### config.mk
export PLATFORM = sky130hd
export DESIGN_NAME = seven_seg_scan
export DESIGN_NICKNAME = d
export VERILOG_FILES = /design/src/rtl/seven_seg_pkg.sv /design/src/rtl/seven_seg_lut.sv /design/src/rtl/seven_seg_scan.sv
export SDC_FILE = /design/constraint.sdc
export NUM_CORES = 1
export LEC_CHECK = 0
export CORE_ASPECT_RATIO = 0.8
export CORE_MARGIN = 2
export CORE_UTILIZATION = 40
export DETAILED_ROUTE_END_ITERATION = 12
export PLACE_DENSITY = 0.71
export REMOVE_ABC_BUFFERS = 1
export SYNTH_ARGS = -nofsm -noshare
export SYNTH_HDL_FRONTEND = slang
export SYNTH_SLANG_ARGS = --single-unit
### constraint.sdc
create_clock -name clk -period 3 [get_ports clk]
set_input_delay 0.6 -clock clk [delete_from_list [all_inputs] [get_ports clk]]
set_output_delay 0.6 -clock clk [all_outputs]
set_load 0.05 [all_outputs]
### src/rtl/seven_seg_pkg.sv
// seven_seg_pkg: shared code constants, glyph table and segment type for the scanned display
package seven_seg_pkg;
  typedef logic [7:0] seg_t;
  localparam logic [4:0] CODE_H = 5'h0A, CODE_E = 5'h0B, CODE_L = 5'h0C, CODE_O = 5'h0D, CODE_BLANK = 5'h1F;
  localparam int DP_BIT = 4;
  localparam seg_t SEG_BLANK = 8'hFF;
  // active-low a..g; entries 10-13 are the letters H,E,L,O
  localparam logic [6:0] GLYPH [16] = '{
    7'b0000001, 7'b1001111, 7'b0010010, 7'b0000110, 7'b1001100,
    7'b0100100, 7'b0100000, 7'b0001111, 7'b0000000, 7'b0000100,
    7'b1001000, 7'b0110000, 7'b1110001, 7'b0000001, 7'b1111111, 7'b1111111};
  function automatic logic code_valid(input logic [4:0] c);
    return c[DP_BIT] ? c[3:0] <= 4'd9 : c[3:0] <= CODE_O[3:0];
  endfunction
endpackage

### src/rtl/seven_seg_lut.sv
// seven_seg_lut: combinational 5-bit digit code to active-low 8-bit segment map
module seven_seg_lut
  import seven_seg_pkg::*;
(
  input  logic [4:0] code,
  output seg_t       seg
);
  assign seg = code_valid(code) ? {GLYPH[code[3:0]], ~code[DP_BIT]} : SEG_BLANK;
endmodule

### src/rtl/seven_seg_scan.sv
// seven_seg_scan: multiplexed multi-digit display driver with frame-boundary buffer commit
// Optional per-digit blink enabled by defining SEVEN_SEG_BLINK_EN.
module seven_seg_scan
  import seven_seg_pkg::*;
#(
  parameter int NUM_DIGITS = 8,
  parameter int SCAN_DIV   = 1000,
  parameter int BLINK_DIV  = 64
) (
  input  logic                    clk,
  input  logic                    rst,
  input  logic                    power,
  input  logic                    load_valid,
  output logic                    load_ready,
  input  logic [5*NUM_DIGITS-1:0] load_data,
  input  logic [NUM_DIGITS-1:0]   blink_mask,
  output logic [7:0]              segments,
  output logic [NUM_DIGITS-1:0]   anodes
);
  localparam int CW = $clog2(SCAN_DIV);
  localparam int IW = NUM_DIGITS > 1 ? $clog2(NUM_DIGITS) : 1;
  localparam logic [CW-1:0] CNT_LAST = CW'(SCAN_DIV - 1);
  localparam logic [IW-1:0] IDX_LAST = IW'(NUM_DIGITS - 1);
  logic [CW-1:0] scan_cnt;
  logic [IW-1:0] idx;
  logic [4:0]    active [NUM_DIGITS];
  logic [4:0]    shadow [NUM_DIGITS];
  logic          pending, last_cnt, wrap, gap, hide;
  seg_t          lut_seg;
  assign last_cnt   = scan_cnt == CNT_LAST;
  assign wrap       = power && last_cnt && idx == IDX_LAST;
  assign gap        = !power || scan_cnt == '0;
  assign load_ready = !pending;
  seven_seg_lut u_lut (.code(active[idx]), .seg(lut_seg));
  always_ff @(posedge clk) begin
    if (rst) begin
      scan_cnt <= '0;
      idx      <= '0;
      pending  <= 1'b0;
      segments <= SEG_BLANK;
      anodes   <= '1;
      for (int i = 0; i < NUM_DIGITS; i++) begin
        active[i] <= CODE_BLANK;
        shadow[i] <= CODE_BLANK;
      end
    end else begin
      scan_cnt <= !power || last_cnt ? '0 : scan_cnt + 1'b1;
      idx      <= !power ? '0 : last_cnt ? (idx == IDX_LAST ? '0 : idx + 1'b1) : idx;
      segments <= gap || hide ? SEG_BLANK : lut_seg;
      anodes   <= gap ? '1 : ~(NUM_DIGITS'(1) << idx);
      // commit only at a frame wrap (or while dark) so a frame never mixes buffers
      if (load_valid && load_ready) begin
        for (int i = 0; i < NUM_DIGITS; i++) shadow[i] <= load_data[5*i +: 5];
        pending <= 1'b1;
      end else if (pending && (wrap || !power)) begin
        active  <= shadow;
        pending <= 1'b0;
      end
    end
  end
`ifdef SEVEN_SEG_BLINK_EN
  localparam int FW = $clog2(BLINK_DIV + 1);
  localparam logic [FW-1:0] FRAME_LAST = FW'(BLINK_DIV - 1);
  logic [FW-1:0] frame_cnt;
  logic          blink_phase;
  always_ff @(posedge clk) begin
    if (rst) begin
      frame_cnt   <= '0;
      blink_phase <= 1'b0;
    end else if (wrap) begin
      frame_cnt   <= frame_cnt == FRAME_LAST ? '0 : frame_cnt + 1'b1;
      blink_phase <= blink_phase ^ (frame_cnt == FRAME_LAST);
    end
  end
  assign hide = blink_phase & blink_mask[idx];
`else
  logic unused_blink;
  assign unused_blink = ^{blink_mask, BLINK_DIV[0]};
  assign hide = 1'b0;
`endif
endmodule

-- Word level (Yosys, flattened, before mapping)
Memories as Yosys holds them, arrays and structs flattened. A register that Yosys moved wholly into a read port is not among the register bits.
Index checks and enable logic that the tools add are counted.
- add/sub/neg operators: 2
- magnitude comparators: 4
- eq/ne operators: 2
- shift-type cells: 1
- muxes and demuxes: 9
- bitwise operators: 7
- reductions and logical operators: 16
- operators by type and width (kind ; count):
    binary-select mux 5 bit (select 3 bit) ; 1
    2-to-1 mux 7 bit ; 2
    adder 10 x 1 -> 10 bit, second input constant ; 1
    == test 10 bit, second input constant ; 1
    zero test 10 bit ; 1
    2-to-1 mux 5 bit ; 2
    less-or-equal comparator 4 bit, second input constant ; 2
    inverter 8 bit ; 1
    left shift 1 x 3 -> 8 bit, first input constant ; 1
    OR reduction 2 bit ; 3
    >= comparator 5 bit, second input constant ; 1
    inverter 4 -> 5 bit ; 1
    >= comparator 4 bit, second input constant ; 1
    logical AND 1 bit ; 4
    inverter 1 bit ; 4
    inverter 3 -> 4 bit ; 1
    adder 3 x 1 -> 3 bit, second input constant ; 1
    == test 3 bit, second input constant ; 1
    logical OR 1 bit ; 3
    2-to-1 mux 1 bit ; 3
    2-to-1 mux 3 bit ; 1
    OR reduction 3 bit ; 1
    zero test 1 bit ; 2
    AND reduction 2 bit ; 1
    nonzero test 2 bit ; 1
- bits in registers: 110
- memory bits (read-only): 112
- input bits: 52
- memories: 1
- memories (memory ; depth ; bits a word ; rd ports ; clocked after memory_dff ; write ports ; RTL line ; source):
    (no name shown) ; 16 ; 7 ; 1 ; 1 ; 0 ; seven_seg_lut.sv:8 ; assign seg = code_valid(code) ? {GLYPH[code[3:0]], ~code[DP_BIT]} : SEG_BLANK;

-- Logic depth before layout (Yosys ltp)
- depth after elaboration: 8
- gate-level depth with buffers: 9
- mapped depth without buffers: 8

-- Cells and area by module
Synthesis repeated with hierarchy kept, for this count alone.
- cells, all modules: 415
- area, all modules: 4481.8 sq um
- modules (own cells, without submodules) (module ; times used ; cells each ; area each (sq um) ; seq. area each (sq um)):
    seven_seg_scan ; 1 ; 378 ; 4191.5 ; 2202.1
    seven_seg_lut ; 1 ; 37 ; 290.3 ; 0.0

-- Worst setup path after synthesis
No wires, ideal clock.
- kind: reg2reg
- from: reg idx[0]
- to: reg segments[2]
- setup time: 144 ps
- arrival time: 2488 ps
- required time: 2856 ps
- path slack: 369 ps
- cell stages (with the launch flop): 9
- path buffers: 1
- path through: dfxtp_1 buf_6 mux4_1 mux2i_1 ha_1 nor2_1 maj3_2 a21boi_4 o311ai_1
- word-level cells in the longest chain between the ends: 8
- elaborated cells on any way between the ends: 10
- RTL lines (element ; RTL line ; source):
    from (decl) ; seven_seg_scan.sv:25 ; logic [IW-1:0] idx;
    from (signal assigned) ; seven_seg_scan.sv:48 ; idx <= !power ? '0 : last_cnt ? (idx == IDX_LAST ? '0 : idx + 1'b1) : idx;
    inverter 3 -> 4 bit (implied by the code) (*) ; seven_seg_scan.sv:34 ; seven_seg_lut u_lut (.code(active[idx]), .seg(lut_seg));
    binary-select mux 5 bit (select 3 bit) (*) ; seven_seg_scan.sv:34 ;
    2-to-1 mux 5 bit (implied by the code) (*) (2 in a row) ; seven_seg_scan.sv:34 ;
    less-or-equal comparator 4 bit (implied by the code) ; seven_seg_pkg.sv:13 ; return c[DP_BIT] ? c[3:0] <= 4'd9 : c[3:0] <= CODE_O[3:0];
    2-to-1 mux 1 bit ; seven_seg_pkg.sv:13 ;
    inverter 1 bit (no source line) ; - ;
    OR reduction 3 bit (no source line) ; - ;
    to (decl) ; seven_seg_scan.sv:17 ; output logic [7:0] segments,
Mark *: on every way between the ends. The rest lies on a longest branch, timed or not. The select of a mux whose other input is x is not followed.
A chain may end at the register's enable or synchronous reset.

-- Worst setup path in the final report
Same ends and word-level chain as after synthesis.

==> flow_metrics.env <==
export IMPL_status="complete, no violations"
export IMPL_postCtsSetupRepairBufs=0
export IMPL_fin_skew_ns=0.01014
export IMPL_cts_tree="built"
export IMPL_synth_area_per_cell_um2=9.760
export IMPL_clock_latency_ns=0.34
export IMPL_hold_class="flop to flop"
export IMPL_start_kind="flop"
export IMPL_cts_hold_buf=0
export IMPL_report_final_slew_viol_count=0
export IMPL_intPower_w=0.002473
export IMPL_cts_htree_levels=3
export IMPL_synth_edf_count=0
export IMPL_vias=3364
export IMPL_tightest_slew_ns=1.191
export IMPL_yosysSeqAreaShare_pct=47.90
export IMPL_core_um2=11020
export IMPL_final_min_clock_period_ns=2.662
export IMPL_fin_crit_sh_pct=88.72
export IMPL_gp_congestion=0.7575
export IMPL_rows=34
export IMPL_critical_path_required_ns=3.19
export IMPL_synthCells=471
export IMPL_crit_chain="mux4_1, mux2i_1, buf_4, ha_1, nor2_1, maj3_2, a21boi_4, o311ai_1"
export IMPL_final_common_cell="dfxtp_1"
export IMPL_nets=586
export IMPL_crit_fanout=8
export IMPL_p_total_w=0.003180
export IMPL_cts_buffer_depth=2
export IMPL_dp_cells=652
export IMPL_finalSetupViolCount=0
export IMPL_crit_family="multiplexers"
export IMPL_clock_power_share_pct=39.6
export IMPL_dieHeight_um=99.89
export IMPL_area_delta_synth_final_pct=23.24
export IMPL_cts_inserted_buffers=9
export IMPL_drtIter0Drc=195
export IMPL_fp_dieW_um=123.9
export IMPL_hpwlAfterDp_um=5910
export IMPL_power_switching_w=0.0007072
export IMPL_seqPwrFrac_pct=49.7
export IMPL_combPwrFrac_pct=10.7
export IMPL_die_area_um2=12370
export IMPL_hold_violations=0
export IMPL_critical_path_arrival_ns=2.85
export IMPL_clkSinkCount=110
export IMPL_wire_per_inst_um=13.39
export IMPL_postLayoutCoreUtil_pct=51.42
export IMPL_synth_top_flop_cell="dfxtp_1"
export IMPL_synth_area_um2=4597
export IMPL_grt_pass1_vias=3204
export IMPL_swShare_pct=22.24
export IMPL_drt_vias_per_instance=5.036
export IMPL_cts_root_buf="clkbuf_16"
export IMPL_first_pass_iters=4
export IMPL_layout_drive_gt1_share_pct=6.870
export IMPL_drc=0
export IMPL_ios=69
export IMPL_grt_pass1_wl_um=14860
export IMPL_antenna_found_initial=0
export IMPL_synth_seq_cells=110
export IMPL_critPathBufInv=1
export IMPL_leakagePower_nw=2.252
export IMPL_async_flop_share_pct=0
export IMPL_slew_headroom_pct=20.59
export IMPL_overflow=0
export IMPL_drtAntennaViolNets=0
export IMPL_mostFrequentLayoutCells="109 x dfxtp_1, 96 x nand2_1, 59 x clkdlybuf4s50_1"
export IMPL_fmax_mhz=375.7
export IMPL_track_usage_pct=15.29
export IMPL_rsz0062_at_grt="false"
export IMPL_n_antenna_cell=0
export IMPL_power_density_nw_per_um2=561.3
export IMPL_cap_viol_max_count=0
export IMPL_instances_no_fill=668
export IMPL_critPathCaptureType="flop"
export IMPL_synth_cell_types=38
export IMPL_clkTransAtPathRegs_ns=0.07
export IMPL_yosysWarnings=0
export IMPL_slowest_stage="mux4_1"
export IMPL_ctsResizeCount=0
export IMPL_drt_total_wl_um=8947
export IMPL_vdd_drop_max_v=0.0004350
export IMPL_port_buffers=60
export IMPL_critPathMaxStageDelay_ns=0.61
export IMPL_initial_core_util_pct=41.72
export IMPL_grt_max_degree=80
export IMPL_critical_path_class="flop to flop"
worst min-delay path, delay by kind of cell, from the launching register on:
kind / cells / cell delay (ns)
and+or+nand+nor: 2 / 0.11
DFF: 1 / 0.32
final cells by class:
type	count	area, um2
Fill cell	999	5353
Tap cell	144	180.2
Timing Repair Buffer	67	673.1
Inverter	10	37.54
Sequential cell	110	2203
Clock inverter	6	83.83
Clock buffer	10	239.0
Multi-Input combinational cell	321	2248
logic make-up after synthesis:
| logic type | count (synthesis) | share of synthesized area (%) |
|---|---|---|
| buf+inv | 40 | 3.593 |
| simple gates | 224 | 25.18 |
| mux | 16 | 7.158 |
| xor+xnor | 8 | 1.524 |
| fa+ha+maj | 16 | 4.328 |
| compound gates | 57 | 10.32 |
| flops | 110 | 47.90 |
final timing paths:
check                                start  slack, ns     endpoint  cells past startpoint
worst max register to register      idx[0]       0.34  segments[2]                      8
worst min register to register  shadow[15]       0.46   active[15]                      2
worst min-delay path            shadow[15]       0.46   active[15]                      2
worst max-delay path                idx[0]       0.34  segments[2]                      8
through the flow:
step | hold WS (ns) | TNS (ns) | cell area, um2 | setup WS [ns]
after global routing | 0.4741 | 0 | 5665 | 0.1832
after floorplan | 0.4258 | -30.62 | 4469 | -0.7652
after global placement | 0.4396 | 0 | 5341 | 0.3026
after CTS | 0.4598 | 0 | 5664 | 0.1781
final | 0.4569 | 0 | 5665 | 0.3384
after detailed placement | 0.4435 | 0 | 5341 | 0.2222
synth_stat cells, types with 2 or more instances:
cell / number / area, um2
mux2i_1: 3 / 30.03
nor3b_1: 2 / 15.01
nand2_1: 96 / 360.4
xnor2_1: 4 / 35.03
o211ai_1: 7 / 52.55
clkbuf_1: 26 / 97.59
and2_1: 2 / 12.51
nand4_1: 3 / 18.77
inv_1: 8 / 30.03
nor2_1: 19 / 71.32
nand3b_1: 40 / 300.3
inv_2: 2 / 7.510
ha_1: 15 / 187.7
nor3_1: 4 / 20.02
nand3_1: 11 / 55.05
nor2b_1: 41 / 256.5
dfxtp_1: 110 / 2202
nand2b_1: 2 / 12.51
a21oi_1: 5 / 25.02
buf_6: 2 / 22.52
xor2_1: 4 / 35.03
a211o_1: 40 / 350.3
buf_1: 2 / 7.510
mux4_1: 9 / 236.5
registers in the layout, summed over array words and instances (netlist names):
register / flops
segments: 8
active: 40
idx: 3
shadow: 40
scan_cnt: 10
pending: 1
anodes: 8
metal layers:
metal	wire, um	global-route usage, %	share of wire [%]
met1	4349	19.84	49
met2	4068	24.64	45
met4	106	4.371	1.2
met3	424	4.659	4.7
met5	0	0	0
power by group through the flow:
stage	Combinational [W]	Clock, W	Sequential (W)
2_1_floorplan	0.000213	0	0.00160
3_3_place_gp	0.000331	0	0.00161
3_5_place_dp	0.000341	0	0.00161
4_1_cts	0.000343	0.00129	0.00158
5_1_grt	0.000380	0.00136	0.00159
6_report	0.000340	0.00126	0.00158
No activity file was read; power rests on OpenSTA's default activity.
